**src/rtl/sram_rd_pkg.sv**
```systemverilog
// Shared types and width helpers for the SRAM read streamer.
// Latency: n/a (declarations only).
// Backpressure: n/a.
package sram_rd_pkg;

  typedef enum logic [1:0] {
    IDLE  = 2'd0,
    RUN   = 2'd1,
    DRAIN = 2'd2
  } state_t;

  // Default SRAM address width and the matching word-count width. The count
  // needs one extra bit so a full-depth window (2**ADDR_WIDTH) is encodable.
  localparam int SRAM_ADDR_WIDTH = 5;
  localparam int CNT_WIDTH       = SRAM_ADDR_WIDTH + 1;

  function automatic int cnt_width(input int addr_width);
    return addr_width + 1;
  endfunction

endpackage

```
**src/rtl/sync_fifo.sv**
```systemverilog
// Synchronous first-word-fall-through FIFO; head entry is visible on pop_data.
// Latency: a word pushed at edge N is readable after edge N.
// Backpressure: push is ignored when full (unless popping the same edge); pop is ignored when empty.
//
// Ports:
//   clk, rst              clock, synchronous active-high reset (clears pointers/count)
//   push, push_data       write strobe and word
//   pop                   consume the head entry
//   pop_data              head entry (valid while empty=0)
//   empty                 no entries held
//   count                 current occupancy, 0..DEPTH
module sync_fifo #(
  parameter int WIDTH = 17,
  parameter int DEPTH = 4,
  parameter int CW    = $clog2(DEPTH + 1)
) (
  input  logic             clk,
  input  logic             rst,
  input  logic             push,
  input  logic [WIDTH-1:0] push_data,
  input  logic             pop,
  output logic [WIDTH-1:0] pop_data,
  output logic             empty,
  output logic [CW-1:0]    count
);

  localparam int PW = (DEPTH > 1) ? $clog2(DEPTH) : 1;

  logic [WIDTH-1:0] mem [DEPTH];
  logic [PW-1:0]    wr_ptr;
  logic [PW-1:0]    rd_ptr;
  logic             full;
  logic             do_push;
  logic             do_pop;

  assign empty    = (count == '0);
  assign full     = (count == CW'(DEPTH));
  assign do_pop   = pop && !empty;
  // A pop on the same edge frees the slot the push needs.
  assign do_push  = push && (!full || do_pop);
  assign pop_data = mem[rd_ptr];

  function automatic logic [PW-1:0] ptr_inc(input logic [PW-1:0] p);
    return (p == PW'(DEPTH - 1)) ? '0 : p + PW'(1);
  endfunction

  always_ff @(posedge clk) begin
    if (rst) begin
      wr_ptr <= '0;
      rd_ptr <= '0;
      count  <= '0;
    end else begin
      if (do_push) wr_ptr <= ptr_inc(wr_ptr);
      if (do_pop)  rd_ptr <= ptr_inc(rd_ptr);
      case ({do_push, do_pop})
        2'b10:   count <= count + CW'(1);
        2'b01:   count <= count - CW'(1);
        default: count <= count;
      endcase
    end
  end

  // Storage needs no reset: entries are only observed once written.
  always_ff @(posedge clk) begin
    if (do_push) mem[wr_ptr] <= push_data;
  end

endmodule

```
**src/rtl/sram_rd_streamer.sv**
```systemverilog
// Sweeps a contiguous SRAM window on start and streams the words out valid/ready.
// Latency: start at edge E0 -> read of base at E1 -> m_valid high after E2; then 1 word/cycle.
// Backpressure: reads are credit-gated on FIFO occupancy + in-flight read; m_data/m_last hold while stalled.
//
// Ports:
//   clk, rst                      clock, synchronous active-high reset
//   start, base_addr, length      command (sampled in IDLE only); length 0..2**ADDR_WIDTH
//   busy, done                    busy from accepted start to done; done = 1-cycle pulse
//   sram_en_n, sram_wren_n        SRAM strobes, active low (write never asserted)
//   sram_addr, sram_rdata         SRAM address / read data (1-cycle read latency)
//   m_valid, m_data, m_last       output stream
//   m_ready                       downstream accept
import sram_rd_pkg::*;

module sram_rd_streamer #(
  parameter int DATA_WIDTH = 16,
  parameter int ADDR_WIDTH = 5,
  parameter int FIFO_DEPTH = 4
) (
  input  logic                  clk,
  input  logic                  rst,
  input  logic                  start,
  input  logic [ADDR_WIDTH-1:0] base_addr,
  input  logic [ADDR_WIDTH:0]   length,
  output logic                  busy,
  output logic                  done,
  output logic                  sram_en_n,
  output logic                  sram_wren_n,
  output logic [ADDR_WIDTH-1:0] sram_addr,
  input  logic [DATA_WIDTH-1:0] sram_rdata,
  output logic                  m_valid,
  output logic [DATA_WIDTH-1:0] m_data,
  output logic                  m_last,
  input  logic                  m_ready
);

  localparam int CW  = cnt_width(ADDR_WIDTH);
  localparam int FCW = $clog2(FIFO_DEPTH + 1);

  state_t                state;
  state_t                state_nxt;
  logic [ADDR_WIDTH-1:0] addr;
  logic [ADDR_WIDTH-1:0] addr_hold;
  logic [CW-1:0]         remaining;
  logic                  pend;
  logic                  pend_last;
  logic                  done_r;

  logic [FCW-1:0]        fifo_count;
  logic [FCW:0]          occ;
  logic                  fifo_empty;
  logic [DATA_WIDTH:0]   fifo_head;
  logic                  issue;
  logic                  pop;
  logic                  last_pop;
  logic                  start_run;
  logic                  start_zero;

  assign start_run  = (state == IDLE) && start && (length != '0);
  assign start_zero = (state == IDLE) && start && (length == '0);

  // Credit rule: an in-flight read already owns a FIFO slot, so count it
  // alongside the stored words before issuing another.
  assign occ   = {1'b0, fifo_count} + {{FCW{1'b0}}, pend};
  assign issue = (state == RUN) && (occ < (FCW + 1)'(FIFO_DEPTH));

  assign pop      = m_valid && m_ready;
  assign last_pop = pop && fifo_head[DATA_WIDTH];

  always_ff @(posedge clk) begin
    if (rst) state <= IDLE;
    else     state <= state_nxt;
  end

  always_comb begin
    state_nxt = state;
    case (state)
      IDLE:    if (start_run) state_nxt = RUN;
      RUN:     if (issue && (remaining == CW'(1))) state_nxt = DRAIN;
      DRAIN:   if (last_pop) state_nxt = IDLE;
      default: state_nxt = IDLE;
    endcase
  end

  // Clearing pend on reset is what drops a read that was in flight when
  // the sweep was aborted.
  always_ff @(posedge clk) begin
    if (rst) begin
      addr      <= '0;
      addr_hold <= '0;
      remaining <= '0;
      pend      <= 1'b0;
      pend_last <= 1'b0;
      done_r    <= 1'b0;
    end else begin
      pend      <= issue;
      pend_last <= issue && (remaining == CW'(1));
      done_r    <= start_zero || ((state == DRAIN) && last_pop);
      if (start_run) begin
        addr      <= base_addr;
        remaining <= length;
      end else if (issue) begin
        addr      <= addr + ADDR_WIDTH'(1);
        remaining <= remaining - CW'(1);
        addr_hold <= addr;
      end
    end
  end

  sync_fifo #(
    .WIDTH (DATA_WIDTH + 1),
    .DEPTH (FIFO_DEPTH),
    .CW    (FCW)
  ) u_fifo (
    .clk       (clk),
    .rst       (rst),
    .push      (pend),
    .push_data ({pend_last, sram_rdata}),
    .pop       (pop),
    .pop_data  (fifo_head),
    .empty     (fifo_empty),
    .count     (fifo_count)
  );

  // addr already points past the last issued word, so the bus shows the
  // held copy between issues.
  assign sram_en_n   = ~issue;
  assign sram_wren_n = 1'b1;
  assign sram_addr   = issue ? addr : addr_hold;

  assign busy    = (state != IDLE);
  assign done    = done_r;
  assign m_valid = ~fifo_empty;
  assign m_data  = fifo_head[DATA_WIDTH-1:0];
  assign m_last  = fifo_head[DATA_WIDTH] & ~fifo_empty;

endmodule

```
**config.mk**
```make
export PLATFORM = sky130hd
export DESIGN_NAME = sram_rd_streamer
export DESIGN_NICKNAME = d
export VERILOG_FILES = /design/src/rtl/sram_rd_pkg.sv /design/src/rtl/sync_fifo.sv /design/src/rtl/sram_rd_streamer.sv
export SDC_FILE = /design/constraint.sdc
export NUM_CORES = 1
export LEC_CHECK = 0
export ABC_CLOCK_PERIOD_IN_PS = 2140
export CORE_MARGIN = 1
export CORE_UTILIZATION = 40
export CTS_CLUSTER_SIZE = 24
export DETAILED_ROUTE_END_ITERATION = 10
export HOLD_SLACK_MARGIN = 0.12
export MAX_ROUTING_LAYER = met4
export SKIP_CTS_REPAIR_TIMING = 1
export SKIP_LAST_GASP = 1
export SYNTH_ARGS = -nofsm -noshare
export SYNTH_HDL_FRONTEND = slang
export SYNTH_HIERARCHICAL = 1
export SYNTH_SLANG_ARGS = --single-unit
```
**constraint.sdc**
```tcl
create_clock -name clk -period 2.14 [get_ports clk]
set_input_delay 0.535 -clock clk [delete_from_list [all_inputs] [get_ports clk]]
set_output_delay 0.535 -clock clk [all_outputs]
set_load 0.1 [all_outputs]
```
Yosys cells after proc, flatten, opt, wreduce, memory -nomap -nowiden
Memories as Yosys holds them, arrays and structs flattened. A register that Yosys moved wholly into a read port is not among the register bits.
Cells that the tools add are included.

operators by class
  $add $sub $neg = 7
  magnitude comparators = 1
  eq/ne operators = 11
  multiplexer cells = 16
  bitwise gates (word level) = 3
  reductions and logical operators = 22

operators by type and width
  operator               count
  $mux W5                3
  $mux W2                7
  $mux W6                2
  $logic_and A1 B1 Y1    10
  $eq A2 B2 Y1 const B   4
  $eq A6 B1 Y1 const B   1
  $logic_not A6 Y1       1
  $pmux W2 S3            1
  $pmux W3 S2            1
  $reduce_bool A2 Y1     3
  $reduce_bool A6 Y1     1
  $sub A6 B1 Y6 const B  1
  $add A5 B1 Y5 const B  1
  $add A2 B1 Y2 const B  2
  $add A3 B1 Y4          1
  $eq A2 B1 Y1 const B   2
  $lt A4 B3 Y1 const B   1
  $ne A2 B2 Y1 const B   2
  $add A3 B1 Y3 const B  1
  $eq A3 B3 Y1 const B   1
  $logic_not A3 Y1       1
  $reduce_and A3 Y1      1
  $sub A3 B1 Y3 const B  1
  $logic_not A1 Y1       2
  other kinds (6)        9

word-level totals
  register bits after elaboration = 28
  bits in writable memories = 68
  output and inout port bits = 27
  memories kept = 1

memory list
  name        depth  width  rd ports  clocked after Yosys merged registers in  write ports  line             source
  u_fifo.mem  4      17     1         1                                        1            sync_fifo.sv:29  logic [WIDTH-1:0] mem [DEPTH];

Logic depth before layout (Yosys ltp)
  depth in word-level cells = 8
  gate-level depth with buffers = 10
  mapped depth without buffers = 8

Cells and area by module
Netlist, hierarchy kept.

by module, submodules not included
  module            times used  cells each  area an instance (um^2)
  sync_fifo         1           152         3024.2
  sram_rd_streamer  1           119         1089.8

Least setup slack after synthesis
No wires, ideal clock.

  path kind = register to output
  from = register with a tool-made name
  to = output m_last
  arrival = 2.184 ns
  setup slack = -0.579 ns
  stages on the path, launching flop included = 4
  path through = dfxtp_1 > buf_4 > mux4_2 > nor2b_1

RTL lines
  element    line                    source
  to (decl)  sram_rd_streamer.sv:33  output logic m_last,

Final worst setup path
  from = register u_fifo.count[2]
  to = output sram_addr[3]

between the ends
  cells in the longest elaborated chain, start to end = 4

RTL lines
  element                 line                    source
  from (decl)             sync_fifo.sv:24         output logic [CW-1:0] count
  from (signal assigned)  sync_fifo.sv:56         2'b10: count <= count + CW'(1);
  from (signal assigned)  sync_fifo.sv:57         2'b01: count <= count - CW'(1);
  from (signal assigned)  sync_fifo.sv:58         default: count <= count;
  $add A3 B1 Y4           sram_rd_streamer.sv:64  assign occ = {1'b0, fifo_count} + {{FCW{1'b0}}, pend};
  $lt A4 B3 Y1            sram_rd_streamer.sv:65  assign issue = (state == RUN) && (occ < (FCW + 1)'(FIFO_DEPTH));
  $logic_and A1 B1 Y1     sram_rd_streamer.sv:65
  $mux W5                 -
  to (decl)               sram_rd_streamer.sv:29  output logic [ADDR_WIDTH-1:0] sram_addr,

No other way between the ends.

==> results_dict.tcl <==
set metrics [dict create \
    status "complete, but fails checks" \
    violations "negative setup slack" \
    yosysSeqAreaShare 0.642 \
    pin_count 58 \
    synth_cell_type_count 57 \
    die_area_um2 10700 \
    critPathArrivalTime_ns 1.74 \
    dieHeight_um 103 \
    cts_tree "done" \
    drt-initial-drc-count 53 \
    grt_max_degree 24 \
    numPortBuffers 56 \
    gp_congestion 0.836 \
    p_sw_w 0.00109 \
    seqPwrFrac 0.525 \
    critPathBufInv 3 \
    hold_class "reg2reg" \
    critPathMaxStageDelay_ns 0.37 \
    cellInternalPower_w 0.00296 \
    power_density_nw_per_um2 722 \
    worst_path_max_delay_cell "dfxtp_4" \
    met1_usage 0.194 \
    routedWlPerCell_um 15.2 \
    worstSkewPairLatency_ns 0.35 \
    grt_setup_unrepaired "yes" \
    htree_levels 3 \
    grt_usage 0.154 \
    ys_ff_latch 98 \
    vias 2523 \
    num_antenna_cells 0 \
    hold_viol_final 0 \
    cp_common_cell "buf_12" \
    synth_area_leaders "edfxtp_1 50%, dfxtp_1 15%, mux4_2 9.3%" \
    firstDrtPassIters 4 \
    yosysMostFrequentCell "edfxtp_1" \
    required_ns 1.60 \
    synth_edf_count 68 \
    cts_max_path_buffers 2 \
    synth_top_area_share 0.496 \
    comb_power_share 0.191 \
    endpoint_kind "primary output" \
    grt_antenna_before_repair 0 \
    final_cells 496 \
    dp_hpwl_mm 5.20 \
    synthCells 271 \
    die_w_um 103 \
    cts.sinks 98 \
    fillers 799 \
    leakage_nw 1.98 \
    routed_wl_mm 7.55 \
    numCtsBuffers 9 \
    grt_pass1_vias 2367 \
    rows 36 \
    synth_top_cells_by_count "68 x edfxtp_1, 30 x dfxtp_1, 17 x mux4_2" \
    ir_worst_vdd_mv 0.334 \
    clockRootBuffer "clkbuf_8" \
    crit_type "reg2out" \
    clkTransAtPathRegs_ns 0.09 \
    synthesis.nets 311 \
    drive_gt1_frac 0.336 \
    post-route-min-period_ns 2.27 \
    cp_max_fo 6 \
    drcViolationCount 0 \
    synth_ff_type "edfxtp_1" \
    initial_utilization 0.417 \
    clock_skew_ns 0.0112 \
    grt_overflow 0 \
    worstSetupStartpointType "register" \
    swShare 0.269 \
    placedInstanceArea_um2 5300 \
    top_usage_layer "met2" \
    yosysTopAreaCell "edfxtp_1" \
    setup_tns_ns -1.01 \
    yosys_warnings 6 \
    grt_pass1_wl_mm 11.8 \
    met3_usage 0.0329 \
    use_met2 0.248 \
    dp_cells 477 \
    async_reset_ff_frac 0 \
    postLayoutSetupSlackWorst_ns -0.131 \
    setup_viol_count_final 23 \
    finalCritPeriodShare 1.06 \
    crit_family "simple AND/OR/NAND/NOR gates" \
    avgSynthCellArea_um2 15.2 \
    nets 399 \
    max_freq_mhz 440 \
    synth_area_um2 4110 \
    coreArea_um2 9860 \
    cap_violations 0 \
    fin_area_um2 5610 \
    area_growth_pct 36.5 \
    crit_chain "nor3b_4 -> and2_4 -> buf_12 -> inv_2 -> mux2_2 -> buf_12" \
    vias_per_cell 5.09 \
    slew_violations 0 \
    drtAntennaViolNets 0 \
    clockPowerShare 0.285 \
]
-- cell families after synthesis --
kind of cell	share of synthesized area
xor+xnor	0.0106
buf+inv	0.0335
simple gates	0.0998
compound gates	0.0721
fa+ha+maj	0.0292
mux	0.112
flops	0.642
other cells	0.000912
-- layout by cell type (no fill, tap or decap), types with 2 or more instances in the layout --
cell type        Yosys  layout
a211oi_1             2       2
a21oi_1             10      10
a22oi_1              3       3
a31o_2               2       2
a31oi_1              4       4
and2_1               5       4
buf_12               0      32
buf_4                4      29
clkbuf_8             0       9
clkdlybuf4s50_1      0      30
clkinv_4             0       2
dfxtp_1             30      26
dfxtp_2              0       2
dfxtp_4              0       2
edfxtp_1            68      68
ha_1                 8       8
inv_1                9       9
mux2_4               0       4
mux2i_1              2       2
mux4_2              17      17
nand2_1              4       4
nand2b_1             3       3
nand3_1              9       8
nand3b_1             3       3
nand4_1              4       4
nor2_1              12      12
nor2b_1             10       8
nor3_1               7       6
o2111ai_1            2       2
o21ai_0              4       4
or3_1                3       3
xnor2_1              2       2
xor2_1               3       3
-- power by group through the flow --
stage / Sequential, W / Clock, W / Combinational (W)
after CTS: 0.00213 / 0.00119 / 0.000746
after global placement: 0.00217 / 0 / 0.000737
after global routing: 0.00214 / 0.00127 / 0.000819
final: 0.00213 / 0.00115 / 0.000773
after floorplan: 0.00217 / 0 / 0.000452
after detailed placement: 0.00217 / 0 / 0.000743
-- routing by layer --
metal	wire [µm]	vias to the layer above
met5	0	-
met4	85	0
met3	335	11
li1	-	1215
met2	3750	70
met1	3380	1227
-- worst paths after layout --
check                        from           endpoint  slack, ns  cells after the start
hold / removal          pend_last  u_fifo/mem[2][16]       0.49                      0
setup reg to reg  u_fifo/count[2]    u_fifo/count[1]       0.06                      8
hold reg to reg         pend_last  u_fifo/mem[2][16]       0.49                      0
setup / recovery  u_fifo/count[2]       sram_addr[3]      -0.13                      6
-- worst register-to-register path, stage by stage (launching register included) --
cell and delay, ns:
dfxtp_4 0.37, nor3_2 0.36, nor2b_2 0.10, o31ai_2 0.08
nand2b_1 0.16, fa_1 0.44, inv_1 0.07, o2111ai_1 0.12
a221oi_2 0.30
-- registers in the layout, indices dropped and copies added (netlist names), named ones only --
signal and cells:
u_fifo/rd_ptr 2, remaining 6, done 1, u_fifo/mem 68
u_fifo/count 3, pend_last 1, pend 1, addr_hold 5
addr 5, u_fifo/wr_ptr 2, state 2
-- layout make-up --
| class | count | area, µm² | area share |
|---|---|---|---|
| Clock inverter | 6 | 67.6 | 0.0120 |
| Timing Repair Buffer | 92 | 1180 | 0.211 |
| Multi-Input combinational cell | 148 | 1380 | 0.246 |
| Clock buffer | 9 | 124 | 0.0221 |
| Tap cell | 133 | 166 | 0.0296 |
| Sequential cell | 98 | 2650 | 0.472 |
| Inverter | 10 | 37.5 | 0.00669 |
-- metrics by stage --
stage	worst slack, ns	util	hold slack (ns)	power (W)
2_1_floorplan	-0.0232	-	0.438	0.00262
3_3_place_gp	-0.303	0.537	0.458	0.00291
3_5_place_dp	-0.380	0.537	0.467	0.00292
4_1_cts	-0.295	0.557	0.488	0.00407
5_1_grt	-0.218	0.569	0.501	0.00422
6_report	-0.131	0.569	0.485	0.00406
Power figures use the tool's default switching activity.
